## src/rtl/match_sequencer.sv

```systemverilog
// Match-level sequencer wrapped around a single-round reaction game FSM.
// It spaces rounds with a reset gap, judges false starts and grants, and tracks the score.
module match_sequencer #(
   parameter int ROUNDS_TO_WIN = 3,
   parameter int GAP_CYCLES    = 1000
) (
   input  logic       clk,
   input  logic       rst_in,
   input  logic       start_in,
   input  logic       req1,
   input  logic       req2,
   input  logic       cd_active,
   input  logic       gnt1,
   input  logic       gnt2,
   input  logic       round_done,
   output logic       game_rst_n_out,
   output logic [2:0] score1_out,
   output logic [2:0] score2_out,
   output logic [1:0] match_winner_out,
   output logic [1:0] foul_out,
   output logic       busy_out
);

   localparam int CW = (GAP_CYCLES > 1) ? $clog2(GAP_CYCLES) : 1;
   localparam logic [2:0]    WIN_CNT  = 3'(ROUNDS_TO_WIN);
   localparam logic [CW-1:0] GAP_LOAD = CW'(GAP_CYCLES - 1);

   typedef enum logic [2:0] {IDLE, GAP, PLAY, SCORE, MATCH_END} state_t;

   state_t        state, next_state;
   logic [CW-1:0] gap_cnt;
   logic          res_vld;
   logic          res_p2;
   logic [1:0]    foul_reg;
   logic [2:0]    score1, score2;
   logic [1:0]    winner;

   logic       fs_single, fs_both, grant_now, p1_win, p2_win, gap_entry;
   logic [2:0] score1_inc, score2_inc;

   // A false start only counts while no grant has settled the round yet.
   assign fs_single  = (state == PLAY) && cd_active && !res_vld && (req1 ^ req2);
   assign fs_both    = (state == PLAY) && cd_active && !res_vld && req1 && req2;
   assign grant_now  = !res_vld && (gnt1 || gnt2);
   assign score1_inc = score1 + 3'd1;
   assign score2_inc = score2 + 3'd1;
   assign p1_win     = res_vld && !res_p2 && (score1_inc == WIN_CNT);
   assign p2_win     = res_vld &&  res_p2 && (score2_inc == WIN_CNT);
   assign gap_entry  = (next_state == GAP) && (state != GAP);

   always_ff @(posedge clk or posedge rst_in) begin
      if (rst_in) state <= IDLE;
      else        state <= next_state;
   end

   always_comb begin
      next_state = state;
      case (state)
         IDLE:      if (start_in) next_state = GAP;
         GAP:       if (gap_cnt == '0) next_state = PLAY;
         PLAY: begin
            if (fs_single)       next_state = SCORE;
            else if (fs_both)    next_state = GAP;
            else if (round_done) next_state = (res_vld || gnt1 || gnt2) ? SCORE : GAP;
         end
         SCORE:     next_state = (p1_win || p2_win) ? MATCH_END : GAP;
         MATCH_END: if (start_in) next_state = GAP;
         default:   next_state = IDLE;
      endcase
   end

   always_ff @(posedge clk or posedge rst_in) begin
      if (rst_in) begin
         gap_cnt  <= '0;
         res_vld  <= 1'b0;
         res_p2   <= 1'b0;
         foul_reg <= 2'b00;
         score1   <= 3'd0;
         score2   <= 3'd0;
         winner   <= 2'b00;
      end else begin
         if (gap_entry) begin
            gap_cnt  <= GAP_LOAD;
            res_vld  <= 1'b0;
            res_p2   <= 1'b0;
            foul_reg <= 2'b00;
            if (state == IDLE || state == MATCH_END) begin
               score1 <= 3'd0;
               score2 <= 3'd0;
               winner <= 2'b00;
            end
         end else if (state == GAP && gap_cnt != '0) begin
            gap_cnt <= gap_cnt - 1'b1;
         end

         if (state == PLAY) begin
            if (fs_single) begin
               res_vld  <= 1'b1;
               res_p2   <= req1;
               foul_reg <= req1 ? 2'b01 : 2'b10;
            end else if (!fs_both && grant_now) begin
               res_vld <= 1'b1;
               res_p2  <= gnt2;
            end
         end

         // Capped increments keep the score from ever passing the win count.
         if (state == SCORE && res_vld) begin
            if (!res_p2 && score1 < WIN_CNT) score1 <= score1_inc;
            if ( res_p2 && score2 < WIN_CNT) score2 <= score2_inc;
            if (p1_win)      winner <= 2'b01;
            else if (p2_win) winner <= 2'b10;
         end
      end
   end

   assign game_rst_n_out   = (state == PLAY);
   assign busy_out         = (state == GAP) || (state == PLAY) || (state == SCORE);
   assign foul_out         = (state == SCORE) ? foul_reg : 2'b00;
   assign score1_out       = score1;
   assign score2_out       = score2;
   assign match_winner_out = winner;

endmodule

```

## config.mk

```make
export PLATFORM = sky130hd
export DESIGN_NAME = match_sequencer
export DESIGN_NICKNAME = d
export VERILOG_FILES = /design/src/rtl/match_sequencer.sv
export SDC_FILE = /design/constraint.sdc
export NUM_CORES = 1
export LEC_CHECK = 0
export ABC_CLOCK_PERIOD_IN_PS = 4300
export CAP_MARGIN = 40
export CORE_MARGIN = 1
export CORE_UTILIZATION = 54
export DETAILED_ROUTE_END_ITERATION = 10
export GPL_TIMING_DRIVEN = 1
export PLACE_DENSITY = 0.79
export SYNTH_ARGS = -nofsm -noshare
export SYNTH_HDL_FRONTEND = slang
export SYNTH_SLANG_ARGS = --single-unit
```

## constraint.sdc

```tcl
create_clock -name clk -period 4.3 [get_ports clk]
set_input_delay 0.86 -clock clk [delete_from_list [all_inputs] [get_ports clk]]
set_output_delay 0.86 -clock clk [all_outputs]
set_load 0.02 [all_outputs]
```

==> flow_metrics.env, run 1 <==
export IMPL_seq_power_share_pct=53.2
export IMPL_cp_start_kind="flip-flop"
export IMPL_synth_edf_count=0
export IMPL_yosysMostFrequentCell="nand2_1"
export IMPL_post_route_period_util_pct=65.89
export IMPL_clock_tree_buffer_depth=2
export IMPL_filler_cell_count=198
export IMPL_slew_violations=0
export IMPL_grt_pass1_vias=1123
export IMPL_area_delta_synth_final_pct=19.20
export IMPL_syn_num_nets=168
export IMPL_grt_max_degree=18
export IMPL_cts_inserted_buffers=3
export IMPL_avgSynthCellArea_um2=9.352
export IMPL_rsz0062_at_grt="false"
export IMPL_hold_viol_final=0
export IMPL_tightestPinTransition_ns=0.5610
export IMPL_drive_gt1_share_pct=7.910
export IMPL_end_kind="output port"
export IMPL_dpl_hpwl_um=2241
export IMPL_via_per_inst=5.865
export IMPL_yosysTopAreaCell="dfrtp_1"
export IMPL_pwr_share_clk_pct=18.1
export IMPL_cts_root_buf="clkbuf_4"
export IMPL_track_usage_pct=23.49
export IMPL_fin_nets=192
export IMPL_clock_sinks=25
export IMPL_synthTopCellsByCount="28 x nand2_1, 25 x dfrtp_1, 12 x nor2_1"
export IMPL_cts_hold_buf=0
export IMPL_diodes=0
export IMPL_switching_share_pct=32.67
export IMPL_status="complete, no violations"
export IMPL_leakagePower_nw=0.7443
export IMPL_setup_viol=0
export IMPL_ys_types=45
export IMPL_fmax_mhz=353.0
export IMPL_seq_area_frac_synth_pct=43.44
export IMPL_largest_register="gap_cnt"
export IMPL_initial_utilization_pct=57.61
export IMPL_powerDensity_mw_per_mm2=343.4
export IMPL_portBuffers=20
export IMPL_ir_drop_v=0.0002662
export IMPL_multi_input_area_um2=769.5
export IMPL_seq_area_um2=625.6
export IMPL_p_switching_w=0.0001925
export IMPL_num_io_pins=21
export IMPL_drt_initial_drc_count=19
export IMPL_fin_worst_skew_ns=0.002085
export IMPL_min_path_cells=1
export IMPL_yosys_warnings=0
export IMPL_comb_power_share_pct=28.7
export IMPL_path_max_fanout=9
export IMPL_drtAntennaViolNets=0
export IMPL_r2r_cells=5
export IMPL_cts_repair_resized=0
export IMPL_largest_reg_flops=10
export IMPL_drv_cap=0
export IMPL_fin_tns_setup_ns=0
export IMPL_period_needed_ns=2.833
export IMPL_dr_pass1_iters=4
export IMPL_synth_ff_type="dfrtp_1"
export IMPL_overflow=0
export IMPL_htreeDepth=1
export IMPL_synth_seq_cells=25
export IMPL_vias=1214
export IMPL_hold_ws_ns=0.5435
export IMPL_die_w_um=53.64
export IMPL_required_ns=3.44
export IMPL_die_h_um=53.64
export IMPL_coreArea_mm2=0.002500
export IMPL_intPower_w=0.0003969
export IMPL_worstPathArrival_ns=1.97
export IMPL_num_rows=18
export IMPL_synthCells=154
export IMPL_synth_top_area_share_pct=43.44
export IMPL_antenna_found_initial=0
export IMPL_synth_area_mm2=0.001440
export IMPL_synthTopCellsByArea="dfrtp_1 43%, nand2_1 7.3%, ha_1 4.3%, xor2_1 3.6%, nor2_1 3.1%"
export IMPL_clk_latency_ns=0.32
export IMPL_total_power_w=0.0005894
export IMPL_min_path_type="reg -> reg"
export IMPL_path_clk_slew_ns=0.13
export IMPL_wl_um=2946
export IMPL_slew_headroom_pct=62.26
export IMPL_grt_pass1_wl_um=4892
export IMPL_route_detailed_wl_per_inst_um=14.23
export IMPL_async_flop_share_pct=100.0
export IMPL_place_gp_congestion=0.8912
export IMPL_drc_errors=0
export IMPL_path_class="reg -> out"
export IMPL_post_cts_buffers=0
export IMPL_die_area_mm2=0.002877
export IMPL_cts_tree="done"
power by group through the flow:
stage	Clock [W]	Combinational (W)	Sequential [W]
2_1_floorplan	0	0.000123	0.000311
3_3_place_gp	0	0.000159	0.000313
3_5_place_dp	0	0.000170	0.000317
4_1_cts	0.000108	0.000170	0.000313
5_1_grt	0.000118	0.000191	0.000320
6_report	0.000107	0.000169	0.000314
final timing paths:
kind / startpoint / to / slack (ns)
hold reg to reg: match_winner_out[0]$_DFF_PP0_ / match_winner_out[0]$_DFF_PP0_ / 0.54
min in group asynchronous: rst_in / score2_out[1]$_DFF_PP0_ / 0.82
setup reg to reg: state[0]$_DFF_PP0_ / res_p2$_DFF_PP0_ / 2.08
hold / removal: match_winner_out[0]$_DFF_PP0_ / match_winner_out[0]$_DFF_PP0_ / 0.54
max in group asynchronous: rst_in / state[2]$_DFF_PP0_ / 3.06
setup / recovery: state[0]$_DFF_PP0_ / game_rst_n_out / 1.47
stage by stage:
stage	instance area [µm²]	utilization [%]	setup slack, ns	cells
CTS	1717	68.67	1.460	207
global placement	1663	66.52	1.456	202
global route	1717	68.67	1.375	207
detailed placement	1690	67.62	1.380	203
finish	1717	68.67	1.467	207
floorplan	1440	-	2.070	154
cell families after synthesis:
| group | after synthesis | share of synthesized area [%] |
|---|---|---|
| xor gates and xnor gates | 10 | 6.081 |
| adders and majority gates | 5 | 4.344 |
| DFF | 25 | 43.44 |
| muxes | 4 | 2.780 |
| and+or+nand+nor | 74 | 27.28 |
| buffers and inverters | 10 | 3.127 |
| AOI/OAI and AO/OA | 26 | 12.95 |
area by class of cell:
| class | count | share of cell area, % |
|---|---|---|
| sequential | 25 | 36.44 |
| clock buffer | 4 | 1.531 |
| inverter | 8 | 1.749 |
| multi-input combinational | 119 | 44.82 |
| tap | 30 | 2.187 |
| timing repair buffer | 21 | 13.27 |
worst max-delay path, cell delays in order, from the launching register on:
cell and delay [ns]:
dfrtp_1 0.48, or3b_4 0.45, inv_1 0.11, clkdlybuf4s50_1 0.61
routing by layer:
metal  up-vias  global-route usage (%)  wire [µm]  part of all wire [%]
met3         4                   2.825         80                   2.7
met1       599                   29.66       1356                    46
met2        20                   40.83       1477                    50
li1        591                       -          -                     -
met4         0                   8.772         31                   1.1
met5         -                       0          0                     0
placed cells by master, fill, tap and decap left out, types with 4 or more instances in the layout:
cell type         n
nand2_1          28
dfrtp_1          25
clkdlybuf4s50_1  20
nor2_1           12
inv_1             8
o21ai_0           7
xor2_1            6
nand3_1           5
ha_1              5
a21oi_1           4
mux2i_1           4
xnor2_1           4
No activity file was read; power rests on OpenSTA's default activity.
==> inputs of run 2 (changes only) <==
==> config.mk (replaced) <==
export PLATFORM = sky130hd
export DESIGN_NAME = match_sequencer
export DESIGN_NICKNAME = d
export VERILOG_FILES = /design/src/rtl/match_sequencer.sv
export SDC_FILE = /design/constraint.sdc
export NUM_CORES = 1
export LEC_CHECK = 0
export ABC_CLOCK_PERIOD_IN_PS = 2600
export CAP_MARGIN = 40
export CORE_MARGIN = 1
export CORE_UTILIZATION = 48
export DETAILED_ROUTE_END_ITERATION = 10
export GPL_TIMING_DRIVEN = 1
export PLACE_DENSITY = 0.75
export SYNTH_ARGS = -nofsm -noshare
export SYNTH_HDL_FRONTEND = slang
export SYNTH_SLANG_ARGS = --single-unit
==> constraint.sdc (replaced) <==
create_clock -name clk -period 2.6 [get_ports clk]
set_input_delay 0.52 -clock clk [delete_from_list [all_inputs] [get_ports clk]]
set_output_delay 0.52 -clock clk [all_outputs]
set_load 0.02 [all_outputs]
==> flow_metrics.env, run 2 (synthesis results as in run 1) <==
export IMPL_via_per_inst=5.720
export IMPL_die_h_um=56.78
export IMPL_area_delta_synth_final_pct=19.81
export IMPL_dr_pass1_iters=7
export IMPL_grt_max_degree=26
export IMPL_drt_initial_drc_count=66
export IMPL_die_area_mm2=0.003223
export IMPL_coreArea_mm2=0.002805
export IMPL_path_clk_slew_ns=0.16
export IMPL_r2r_cells=5
export IMPL_grt_pass1_wl_um=4954
export IMPL_period_needed_ns=2.496
export IMPL_final_common_cell="nand2_1"
export IMPL_num_rows=19
export IMPL_rsz0062_at_grt="false"
export IMPL_status="complete, but fails checks"
export IMPL_path_class="reg -> out"
export IMPL_fin_nets=195
export IMPL_initial_utilization_pct=51.34
export IMPL_post_cts_buffers=0
export IMPL_ir_drop_v=0.0002925
export IMPL_detailedPlace_worstSlack_ns=0.1172
export IMPL_num_io_pins=21
export IMPL_cts_root_buf="clkbuf_4"
export IMPL_antenna_found_initial=0
export IMPL_cts_repair_resized=0
export IMPL_largest_register="gap_cnt"
export IMPL_required_ns=2.08
export IMPL_wl_um=2980
export IMPL_drc_errors=4
export IMPL_hold_ws_ns=0.5032
export IMPL_diodes=0
export IMPL_setup_viol=0
export IMPL_cts_hold_buf=0
export IMPL_portBuffers=20
export IMPL_layout_setup_ws_ns=0.1036
export IMPL_fmax_mhz=400.6
export IMPL_instances_no_fill=211
export IMPL_post_route_period_util_pct=96.01
export IMPL_worstPathArrival_ns=1.98
export IMPL_fin_worst_skew_ns=0.007100
export IMPL_place_gp_congestion=0.8819
export IMPL_leakagePower_nw=0.7542
export IMPL_reg2reg_from="state[0]$_DFF_PP0_"
export IMPL_cp_start_kind="flip-flop"
export IMPL_path_max_fanout=9
export IMPL_drv_cap=0
export IMPL_die_w_um=56.78
export IMPL_largest_reg_flops=10
export IMPL_tightestPinTransition_ns=0.5912
export IMPL_slew_violations=0
export IMPL_violations="DRC"
export IMPL_grt_pass1_vias=1148
export IMPL_final_cell_mix="28 x nand2_1, 25 x dfrtp_1, 20 x clkdlybuf4s50_1, 12 x nor2_1, 8 x inv_1"
export IMPL_filler_cell_count=246
export IMPL_end_kind="output port"
export IMPL_rr_endpoint="res_p2$_DFF_PP0_"
export IMPL_clock_tree_buffer_depth=2
export IMPL_vias=1207
export IMPL_htreeDepth=1
export IMPL_clk_latency_ns=0.33
export IMPL_clock_sinks=25
export IMPL_cts_tree="done"
export IMPL_drive_gt1_share_pct=10.00
export IMPL_fin_tns_setup_ns=0
export IMPL_ff2ff_setup_slack_ns=0.39
export IMPL_hold_viol_final=0
export IMPL_slew_headroom_pct=60.22
export IMPL_route_detailed_wl_per_inst_um=14.12
export IMPL_min_path_type="in -> async"
export IMPL_track_usage_pct=19.82
export IMPL_powerDensity_mw_per_mm2=575.3
export IMPL_cts_inserted_buffers=3
export IMPL_dpl_hpwl_um=2226
export IMPL_overflow=0
export IMPL_dpl_cell_count=207
export IMPL_drtAntennaViolNets=0
-- run 2: worst max-delay path by stage --
| stage | startpoint | to | slack (ns) |
|---|---|---|---|
| after floorplan | gap_cnt[0]$_DFFE_PP0P_ | gap_cnt[4]$_DFFE_PP0P_ | 0.62 |
| after global placement | cd_active | res_p2$_DFF_PP0_ | 0.18 |
| after detailed placement | cd_active | res_p2$_DFF_PP0_ | 0.12 |
| after CTS | state[0]$_DFF_PP0_ | game_rst_n_out | 0.1 |
| after global routing | state[0]$_DFF_PP0_ | game_rst_n_out | 0.02 |
| final | state[0]$_DFF_PP0_ | game_rst_n_out | 0.10 |
-- run 2: power by group --
part,internal [W],switching (W)
clock,0.0000629,0.000133
sequential,0.000452,0.0000621
combinational,0.000144,0.000139
total,0.000659,0.000334
-- run 2: worst max-delay path: stages, from the launching register on --
cell and delay [ns]:
dfrtp_1 0.49, or3b_4 0.45, inv_1 0.10, clkdlybuf4s50_1 0.61
-- run 2: per-layer routing --
| metal | global-route usage, % | up-vias | share of wire (%) |
|---|---|---|---|
| met4 | 7.317 | 0 | 1.3 |
| li1 | - | 600 | - |
| met3 | 2.074 | 4 | 2.8 |
| met1 | 25.37 | 580 | 45 |
| met2 | 34.52 | 23 | 51 |
| met5 | 0 | - | 0 |
-- run 2: metrics by stage --
| stage | util (%) | power, W | area, µm² |
|---|---|---|---|
| final | 61.51 | 0.0009926 | 1725 |
| after global routing | 61.51 | 0.001063 | 1725 |
| after CTS | 61.51 | 0.001005 | 1725 |
| after detailed placement | 60.39 | 0.0008072 | 1694 |
| after global placement | 60.39 | 0.0007845 | 1694 |
| after floorplan | - | 0.0007176 | 1440 |
-- run 2: final cells by class --
type / count / area [µm²] / area share [%]
clock buffers: 3 / 22.52 / 1.305
clock inverters: 1 / 8.758 / 0.5076
inverters: 8 / 30.03 / 1.740
multi-input cells: 119 / 769.5 / 44.60
flip-flops and latches: 25 / 625.6 / 36.26
well taps: 31 / 38.79 / 2.248
repair buffers: 24 / 230.2 / 13.34
